$ cat src/rtl/serpent_xts_pkg.sv
// Shared constants and state encodings for the Serpent XTS tweak/whitening stage.
package serpent_xts_pkg;

  localparam int XTS_BLOCK_W = 128;
  localparam logic [7:0] XTS_GF_POLY = 8'h87;

  localparam logic [1:0] IDLE   = 2'b00;
  localparam logic [1:0] READY  = 2'b01;
  localparam logic [1:0] CIPHER = 2'b10;

endpackage

$ cat src/rtl/serpent_xts_tweak_if.sv
// Block, tweak and core-side handshake bundle of serpent_xts_tweak.
interface serpent_xts_tweak_if;
  import serpent_xts_pkg::*;

  logic                   i_tweak_valid;
  logic [XTS_BLOCK_W-1:0] i_tweak;
  logic                   o_tweak_ready;
  logic                   i_blk_valid;
  logic [XTS_BLOCK_W-1:0] i_blk_data;
  logic                   o_blk_ready;
  logic [XTS_BLOCK_W-1:0] o_pre_data;
  logic                   o_pre_valid;
  logic                   i_post_valid;
  logic [XTS_BLOCK_W-1:0] i_post_data;
  logic [XTS_BLOCK_W-1:0] o_data;
  logic                   o_data_valid;
  logic                   o_busy;

  modport master (
    output i_tweak_valid, i_tweak, i_blk_valid, i_blk_data, i_post_valid, i_post_data,
    input  o_tweak_ready, o_blk_ready, o_pre_data, o_pre_valid, o_data, o_data_valid, o_busy
  );

  modport slave (
    input  i_tweak_valid, i_tweak, i_blk_valid, i_blk_data, i_post_valid, i_post_data,
    output o_tweak_ready, o_blk_ready, o_pre_data, o_pre_valid, o_data, o_data_valid, o_busy
  );

endinterface

$ cat src/rtl/xts_gf_mul_alpha.sv
// Multiply a 128-bit little-endian tweak by alpha in GF(2^128) (IEEE 1619).
module xts_gf_mul_alpha
  import serpent_xts_pkg::*;
(
  input  logic [XTS_BLOCK_W-1:0] tweak_in,
  output logic [XTS_BLOCK_W-1:0] tweak_out
);

  logic [7:0] fold_s;

  assign fold_s    = tweak_in[XTS_BLOCK_W-1] ? XTS_GF_POLY : 8'h00;
  assign tweak_out = {tweak_in[XTS_BLOCK_W-2:0], 1'b0} ^ {{(XTS_BLOCK_W-8){1'b0}}, fold_s};

endmodule

$ cat src/rtl/serpent_xts_tweak.sv
// XTS tweak capture, pre/post whitening and alpha advance around a Serpent core.
// Optional abort input enabled by defining SERPENT_XTS_ABORT_EN.
module serpent_xts_tweak
  import serpent_xts_pkg::*;
#(
  parameter int MAX_BLOCKS = 32
) (
  input  logic i_clk,
  input  logic i_rst,
`ifdef SERPENT_XTS_ABORT_EN
  input  logic i_abort,
`endif
  serpent_xts_tweak_if.slave bus
);

  localparam int CNT_W = (MAX_BLOCKS > 1) ? $clog2(MAX_BLOCKS) : 1;
  localparam logic [CNT_W-1:0] LAST_BLK = CNT_W'(MAX_BLOCKS - 1);

  logic [1:0]             state_r, state_s;
  logic [XTS_BLOCK_W-1:0] tweak_r, tweak_s, alpha_s;
  logic [CNT_W-1:0]       cnt_r, cnt_s;
  logic [XTS_BLOCK_W-1:0] pre_data_r, pre_data_s;
  logic                   pre_valid_r, pre_valid_s;
  logic [XTS_BLOCK_W-1:0] data_r, data_s;
  logic                   data_valid_r, data_valid_s;
  logic                   busy_r, blk_ready_r, tweak_ready_r;

  xts_gf_mul_alpha u_alpha (
    .tweak_in  (tweak_r),
    .tweak_out (alpha_s)
  );

  // Next-state and datapath decisions for the tweak/block sequencer.
  always_comb begin
    state_s      = state_r;
    tweak_s      = tweak_r;
    cnt_s        = cnt_r;
    pre_data_s   = pre_data_r;
    pre_valid_s  = pre_valid_r;
    data_s       = data_r;
    data_valid_s = 1'b0;
    case (state_r)
      IDLE: begin
        if (bus.i_tweak_valid) begin
          tweak_s = bus.i_tweak;
          cnt_s   = '0;
          state_s = READY;
        end else begin
          state_s = IDLE;
        end
      end
      READY: begin
        if (bus.i_blk_valid) begin
          pre_data_s  = bus.i_blk_data ^ tweak_r;
          pre_valid_s = 1'b1;
          state_s     = CIPHER;
        end else begin
          state_s = READY;
        end
      end
      CIPHER: begin
        if (bus.i_post_valid) begin
          data_s       = bus.i_post_data ^ tweak_r;
          data_valid_s = 1'b1;
          pre_valid_s  = 1'b0;
          tweak_s      = alpha_s;
          cnt_s        = cnt_r + CNT_W'(1);
          if (cnt_r == LAST_BLK) begin
            state_s = IDLE;
          end else begin
            state_s = READY;
          end
        end else begin
          state_s = CIPHER;
        end
      end
      default: begin
        state_s     = IDLE;
        pre_valid_s = 1'b0;
      end
    endcase
  end

  // State, tweak and registered outputs; status flags follow the next state.
  always_ff @(posedge i_clk) begin
    if (i_rst) begin
      state_r       <= IDLE;
      tweak_r       <= '0;
      cnt_r         <= '0;
      pre_data_r    <= '0;
      pre_valid_r   <= 1'b0;
      data_r        <= '0;
      data_valid_r  <= 1'b0;
      busy_r        <= 1'b0;
      blk_ready_r   <= 1'b0;
      tweak_ready_r <= 1'b1;
`ifdef SERPENT_XTS_ABORT_EN
    end else if (i_abort) begin
      state_r       <= IDLE;
      tweak_r       <= '0;
      cnt_r         <= '0;
      pre_valid_r   <= 1'b0;
      data_valid_r  <= 1'b0;
      busy_r        <= 1'b0;
      blk_ready_r   <= 1'b0;
      tweak_ready_r <= 1'b1;
`endif
    end else begin
      state_r       <= state_s;
      tweak_r       <= tweak_s;
      cnt_r         <= cnt_s;
      pre_data_r    <= pre_data_s;
      pre_valid_r   <= pre_valid_s;
      data_r        <= data_s;
      data_valid_r  <= data_valid_s;
      busy_r        <= (state_s != IDLE);
      blk_ready_r   <= (state_s == READY);
      tweak_ready_r <= (state_s == IDLE);
    end
  end

  assign bus.o_pre_data    = pre_data_r;
  assign bus.o_pre_valid   = pre_valid_r;
  assign bus.o_data        = data_r;
  assign bus.o_data_valid  = data_valid_r;
  assign bus.o_busy        = busy_r;
  assign bus.o_blk_ready   = blk_ready_r;
  assign bus.o_tweak_ready = tweak_ready_r;

endmodule

$ cat src/flat_wrapper.sv
// flat-port wrapper written by rule: the top's interface ports become plain ports
module serpent_xts_tweak_flat import serpent_xts_pkg::*;
#(
  parameter int MAX_BLOCKS = 32
)
  (i_clk, i_rst, bus_i_tweak_valid, bus_i_tweak, bus_i_blk_valid, bus_i_blk_data, bus_i_post_valid, bus_i_post_data, bus_o_tweak_ready, bus_o_blk_ready, bus_o_pre_data, bus_o_pre_valid, bus_o_data, bus_o_data_valid, bus_o_busy);
  serpent_xts_tweak_if bus_i ();
  input  logic i_clk;
  input  logic i_rst;
  input wire logic [$bits(bus_i.i_tweak_valid)-1:0] bus_i_tweak_valid;
  input wire logic [$bits(bus_i.i_tweak)-1:0] bus_i_tweak;
  input wire logic [$bits(bus_i.i_blk_valid)-1:0] bus_i_blk_valid;
  input wire logic [$bits(bus_i.i_blk_data)-1:0] bus_i_blk_data;
  input wire logic [$bits(bus_i.i_post_valid)-1:0] bus_i_post_valid;
  input wire logic [$bits(bus_i.i_post_data)-1:0] bus_i_post_data;
  output wire logic [$bits(bus_i.o_tweak_ready)-1:0] bus_o_tweak_ready;
  output wire logic [$bits(bus_i.o_blk_ready)-1:0] bus_o_blk_ready;
  output wire logic [$bits(bus_i.o_pre_data)-1:0] bus_o_pre_data;
  output wire logic [$bits(bus_i.o_pre_valid)-1:0] bus_o_pre_valid;
  output wire logic [$bits(bus_i.o_data)-1:0] bus_o_data;
  output wire logic [$bits(bus_i.o_data_valid)-1:0] bus_o_data_valid;
  output wire logic [$bits(bus_i.o_busy)-1:0] bus_o_busy;
  assign bus_i.i_tweak_valid = bus_i_tweak_valid;
  assign bus_i.i_tweak = bus_i_tweak;
  assign bus_i.i_blk_valid = bus_i_blk_valid;
  assign bus_i.i_blk_data = bus_i_blk_data;
  assign bus_i.i_post_valid = bus_i_post_valid;
  assign bus_i.i_post_data = bus_i_post_data;
  assign bus_o_tweak_ready = bus_i.o_tweak_ready;
  assign bus_o_blk_ready = bus_i.o_blk_ready;
  assign bus_o_pre_data = bus_i.o_pre_data;
  assign bus_o_pre_valid = bus_i.o_pre_valid;
  assign bus_o_data = bus_i.o_data;
  assign bus_o_data_valid = bus_i.o_data_valid;
  assign bus_o_busy = bus_i.o_busy;
  serpent_xts_tweak #(.MAX_BLOCKS(MAX_BLOCKS)) u_core (.i_clk(i_clk), .i_rst(i_rst), .bus(bus_i));
endmodule
$ cat config.mk
export PLATFORM = sky130hd
export DESIGN_NAME = serpent_xts_tweak_flat
export DESIGN_NICKNAME = d
export VERILOG_FILES = /design/src/rtl/serpent_xts_pkg.sv /design/src/rtl/serpent_xts_tweak_if.sv /design/src/rtl/xts_gf_mul_alpha.sv /design/src/rtl/serpent_xts_tweak.sv /design/src/flat_wrapper.sv
export SDC_FILE = /design/constraint.sdc
export NUM_CORES = 1
export LEC_CHECK = 0
export BUFFER_PORTS_ARGS = -buffer_cell sky130_fd_sc_hd__buf_4
export CORE_AREA = 2 2 255 257
export DETAILED_ROUTE_END_ITERATION = 8
export DIE_AREA = 0 0 257 259
export PLACE_DENSITY = 0.48
export SLEW_MARGIN = 20
export SYNTH_ARGS = -nofsm -noshare
export SYNTH_HDL_FRONTEND = slang
export SYNTH_HIERARCHICAL = 1
export SYNTH_SLANG_ARGS = --single-unit
$ cat constraint.sdc
create_clock -name i_clk -period 1.6 [get_ports i_clk]
set_input_delay 0.32 -clock i_clk [delete_from_list [all_inputs] [get_ports i_clk]]
set_output_delay 0.32 -clock i_clk [all_outputs]
set_load 0.005 [all_outputs]
==> results of run 1 <==
[through the flow]
step           worst slack, ps  hold WS [ps]  instances  utilization, %  instance area (um2)
4_1_cts                   10.1        0.0885       3462            41.4                26500
3_3_place_gp              60.7           464       3184            35.8                22900
3_5_place_dp              12.2           475       3184            35.8                22900
2_1_floorplan              153           445       1872               -                17700
5_1_grt                  -20.8          10.7       3474            41.8                26700
6_report                  11.2          36.8       3474            41.8                26700
[cells in the mapped netlist, drive strengths merged]
cell	number
o31ai	1
clkbuf	57
o21bai	2
nand3	1
and3b	2
o21ai	2
ha	2
o21ba	1
or4	1
nor3b	2
nand2b	1
a21oi	134
a31oi	2
nand3b	1
dfxtp	396
and3	1
mux2i	1
nor4b	1
xor2	3
nor2b	4
a211oi	256
inv	128
a21boi	1
nand2	6
o221a	128
a21o	1
a32oi	2
or3b	1
buf	216
nor2	261
or3	1
xnor2	256
[final cells by class]
type / instances / area [um2] / area share (%)
sequential: 396 / 7930 / 29.7
antenna: 5 / 12.5 / 0.0469
multi-input combinational: 1075 / 7620 / 28.5
tap: 855 / 1070 / 4.01
clock buffer: 76 / 1490 / 5.58
inverter: 128 / 480 / 1.80
clock inverter: 12 / 179 / 0.670
timing repair buffer: 927 / 7910 / 29.6
[cells by family (layout without fill, tap and decap cells)]
family,after synthesis,count (layout),share of synthesized area (%)
XOR/XNOR,259,259,12.8
buffers and inverters,401,1143,12.8
adder cells (fa/ha/maj),2,2,0.141
AO/OA/AOI/OAI,530,530,23.2
flip-flops,396,396,44.7
AND/OR/NAND/NOR,283,283,6.29
multiplexers,1,1,0.0564
other,0,5,0
[metal layers]
layer	vias up	share of wire (%)	track usage, %
li1	7820	-	-
met1	7409	42	22.4
met2	421	50	32.5
met3	99	5.4	4.16
met4	2	2.5	5.80
met5	-	0.024	0
[path summary, 6_finish.rpt]
path / start / end / slack (ps) / depth (start not counted)
worst max-delay path: u_core/state_r[0]$_SDFF_PP0_ / u_core/bus.o_data[20]$_SDFFE_PP0P_ / 10 / 5
worst max register to register: u_core/state_r[0]$_SDFF_PP0_ / u_core/bus.o_data[20]$_SDFFE_PP0P_ / 10 / 5
worst min-delay path: bus_i_blk_data[10] / u_core/bus.o_pre_data[10]$_SDFFE_PP0P_ / 40 / 3
worst min register to register: u_core/cnt_r[0]$_SDFFE_PP0P_ / u_core/cnt_r[0]$_SDFFE_PP0P_ / 480 / 2
[registers in the layout (all words and copies together), names as in the netlist]
name and cells:
u_core/bus.o_blk_ready 1, u_core/bus.o_busy 1, u_core/bus.o_data 128, u_core/bus.o_data_valid 1
u_core/bus.o_pre_data 128, u_core/bus.o_pre_valid 1, u_core/bus.o_tweak_ready 1, u_core/cnt_r 5
u_core/state_r 2, u_core/tweak_r 128
[repair_timing]
action / in CTS / in global routing
hold buffers: 190 / 0
endpoints found under the setup margin: 0 / 208
endpoints found under the hold margin: 190 / 0
buffers inserted: 0 / 3
gates resized for setup: 0 / 22
[worst reg2reg max path: stages (launching register included)]
cell and delay, ps:
dfxtp_2 340, and3b_4 380, buf_12 200, buf_6 190, nor2_1 70, a211oi_1 300
[power by group through the flow]
| stage | Combinational (mW) | Clock [mW] | Sequential [mW] |
|---|---|---|---|
| 2_1_floorplan | 2.63 | 0 | 11.3 |
| 3_3_place_gp | 4.15 | 0 | 11.5 |
| 3_5_place_dp | 4.19 | 0 | 11.5 |
| 4_1_cts | 4.64 | 11.8 | 11.3 |
| 5_1_grt | 5.06 | 12.2 | 11.4 |
| 6_report | 4.66 | 11.5 | 11.3 |
==> flow_metrics.tcl, run 1 <==
set metrics [dict create \
    status "finished, final reports clean" \
    grt_max_degree 54 \
    cellLeakagePower_nw 10.6 \
    overflow 0 \
    netlist_area_mm2 0.0177 \
    fillCellCount 6286 \
    nets 2968 \
    antenna_found_initial 6 \
    seq_power_share_pct 41.1 \
    most-common-layout-cells "buf_4 (699), dfxtp_1 (393), nor2_1 (260)" \
    finalCritPeriodShare_pct 99.3 \
    critPathBufInv 2 \
    io_buffers 649 \
    syn-num-nets 2263 \
    grt_pass1_wl_um 96600 \
    pwr-share-comb_pct 17.0 \
    p_sw_mw 7.19 \
    worstSetupEndpointType "flip-flop" \
    hold_viol_final 0 \
    ys_ff_latch 396 \
    final_common_cell "buf_4" \
    power.total_mw 27.4 \
    cts_buffers 49 \
    area_growth_pct 50.4 \
    cap_violations 0 \
    wire_per_inst_um 18.9 \
    fin_crit_ps 1590 \
    ys_seq_area_share_pct 44.7 \
    cts_tree "yes" \
    wirelength_um 65700 \
    drt_iter0_drc 838 \
    layout-drive-gt1-share_pct 32.9 \
    grt_pass1_vias 15800 \
    cts-htree-levels 2 \
    yosys.area.top_type "dfxtp_1" \
    vias 15800 \
    fp.dieH_um 259 \
    synthesis.instances 1872 \
    synth_cell_type_count 36 \
    synth_top_area_share_pct 44.7 \
    cts-root-buf "clkbuf_16" \
    start_util_pct 27.8 \
    ys_top_cells_by_area "dfxtp_1 (45%), xnor2_1 (13%), a211oi_1 (11%), buf_4 (6.3%), o221a_1 (6.2%)" \
    cp.required_ps 2060 \
    startpoint_type "flip-flop" \
    die_x_um 257 \
    switching_share_pct 26.2 \
    relSlewSlack_pct 73.0 \
    irDropWorstVdd_v 0.000668 \
    drt_first_pass_iters 5 \
    routed_via_density 4.53 \
    skew_ps 9.22 \
    power_density_mw_per_mm2 1030 \
    path_max_fanout 15 \
    cpLargestDelayFamily "simple AND/OR/NAND/NOR gates" \
    pwr-share-clk_pct 42.0 \
    cp_slowest_cell "and3b_4" \
    track_usage_pct 18.5 \
    io_pins 650 \
    ys_warn_count 6 \
    grt_setup_unrepaired "true" \
    crit_path_cell_trace "and3b_4 -> buf_12 -> buf_6 -> nor2_1 -> a211oi_1" \
    setup.worst_path.class "flip-flop to flip-flop" \
    cts_sinks 396 \
    worst_pin_slew_ps 405 \
    setup_tns_ps 0 \
    ant_nets 0 \
    cp.arrival_ps 2050 \
    setup_viol 0 \
    postSynthAreaPerCell_um2 9.48 \
    drc 0 \
    clk_pin_slew_worst_paths_ps 60 \
    p_int_mw 20.3 \
    std_cell_rows 93 \
    cts_buffer_depth 3 \
    clk_latency_ps 580 \
    routabilityCongestion 0.840 \
    fmax_ghz 0.629 \
    dp_hpwl_um 47800 \
    die-area_mm2 0.0666 \
    drv_slew 0 \
    core_mm2 0.0639 \
    slowest_delay_ps 380 \
    hp-class "input port to flip-flop" \
]
Note: power is estimated with default switching activity, not from simulation.
==> inputs of run 2 (changes only) <==
BUFFER_PORTS_ARGS = -buffer_cell sky130_fd_sc_hd__buf_2   (was -buffer_cell sky130_fd_sc_hd__buf_4)
==> run 2 against run 1 <==
Effect of this change: first-iteration DRC count up 1.6%; clock skew grew 8.7 ps; power fell by 3.1%; critical endpoint is now u_core/bus.o_data[100]$_SDFFE_PP0P_; cell count down 1.1%; die area unchanged; flip-flop and latch count is the same; wire length fell by 5.0%; largest power group is now registers; sequential share of layout area up 2.6 points; maximum frequency is 1.2% higher; utilization fell by 3.3 points; clock-buffer cell count up 4; largest cell class unchanged.
==> flow_metrics.tcl, run 2 (synthesized netlist as in run 1, its figures left out) <==
set metrics [dict create \
    setup_viol 0 \
    overflow 0 \
    grt_pass1_wl_um 92800 \
    cellLeakagePower_nw 10.0 \
    regArea_mm2 0.00793 \
    fp.dieH_um 259 \
    vias 15700 \
    whs_ps 37.0 \
    routed_via_density 4.57 \
    power.total_mw 26.6 \
    path_max_fanout 14 \
    pre_cts_ws_ps 1.80 \
    fmax_ghz 0.637 \
    startpoint_type "flip-flop" \
    clk_pin_slew_worst_paths_ps 60 \
    setup_slack_ps 29.2 \
    hp-class "input port to flip-flop" \
    antenna_found_initial 12 \
    cts_buffer_depth 3 \
    fillCellCount 6515 \
    dp_hpwl_um 46600 \
    track_usage_pct 17.6 \
    status "finished, final reports clean" \
    drt_iter0_drc 851 \
    cp.arrival_ps 2040 \
    grt_pass1_vias 15700 \
    most-common-layout-cells "buf_2 (648), dfxtp_1 (395), nor2_1 (260)" \
    fin_crit_ps 1570 \
    place_inst 3184 \
    routabilityCongestion 0.896 \
    hold_viol_final 0 \
    skew_ps 17.9 \
    cts-root-buf "clkbuf_16" \
    die_x_um 257 \
    cap_violations 0 \
    layout-drive-gt1-share_pct 33.1 \
    power_density_mw_per_mm2 1080 \
    die-area_mm2 0.0666 \
    area_growth_pct 38.5 \
    cts_sinks 396 \
    final_common_cell "buf_2" \
    cp.required_ps 2070 \
    worst_pin_slew_ps 332 \
    cts_buffers 49 \
    setup.worst_path.class "flip-flop to flip-flop" \
    wire_per_inst_um 18.2 \
    cts_tree "yes" \
    clk_latency_ps 580 \
    std_cell_rows 93 \
    io_buffers 649 \
    finalCritPeriodShare_pct 98.2 \
    multi_input_area_mm2 0.00759 \
    irDropWorstVdd_v 0.000822 \
    drv_slew 0 \
    io_pins 650 \
    start_util_pct 27.8 \
    nets 2924 \
    relSlewSlack_pct 77.2 \
    post-route-util_pct 38.5 \
    wirelength_um 62400 \
    cts-htree-levels 2 \
    worstSetupEndpointType "flip-flop" \
    grt_max_degree 76 \
    drc 0 \
    grt_setup_unrepaired "true" \
    final_cells 3436 \
    ant_nets 0 \
    core_mm2 0.0639 \
    drt_first_pass_iters 6 \
]
run 2: through the flow:
stage	TNS (ps)	cell area (um2)
floorplan	0	17700
global placement	0	21300
detailed placement	0	21300
CTS	0	24400
global route	-19.4	24600
finish	0	24600
run 2: report_power, final:
group	internal, mW	switching, mW	total, mW
logic	2.22	1.88	4.10
clock network	6.80	4.42	11.2
registers	10.5	0.751	11.3
total	19.5	7.04	26.6
run 2: timing repair:
| action | 4_1_cts | 5_1_grt |
|---|---|---|
| endpoints found under the setup margin | 1 | 19 |
| endpoints found under the hold margin | 150 | 0 |
| gates resized for setup | 1 | 14 |
| gates cloned | 0 | 2 |
| buffers inserted | 0 | 2 |
| hold buffers | 149 | 0 |
run 2: final cells by class:
type,count,share of cell area [%]
clock inverters,9,0.443
diodes,10,0.102
inverters,128,1.96
multi-input cells,1075,30.9
flip-flops and latches,396,32.3
repair buffers,883,23.8
clock buffers,80,6.21
well taps,855,4.35
run 2: worst paths after layout:
check / cells past startpoint / slack [ps] / to / start
setup / recovery: 5 / 30 / u_core/bus.o_data[100]$_SDFFE_PP0P_ / u_core/state_r[0]$_SDFF_PP0_
hold / removal: 3 / 40 / u_core/bus.o_data[110]$_SDFFE_PP0P_ / bus_i_post_data[110]
setup reg to reg: 5 / 30 / u_core/bus.o_data[100]$_SDFFE_PP0P_ / u_core/state_r[0]$_SDFF_PP0_
hold reg to reg: 2 / 470 / u_core/cnt_r[3]$_SDFFE_PP0P_ / u_core/cnt_r[3]$_SDFFE_PP0P_
run 2: worst max-delay path: stages, from the launching register on:
cell and delay, ps:
dfxtp_1 350, and3b_4 370, buf_12 180, buf_4 220, nor2_1 60, a211oi_1 270
run 2: layer usage:
| metal | track usage [%] | vias to the layer above | part of all wire (%) |
|---|---|---|---|
| li1 | - | 7727 | - |
| met1 | 20.8 | 7364 | 41 |
| met2 | 31.4 | 473 | 51 |
| met3 | 3.40 | 119 | 5.2 |
| met4 | 6.78 | 4 | 3.4 |
| met5 | 0 | - | 0.034 |
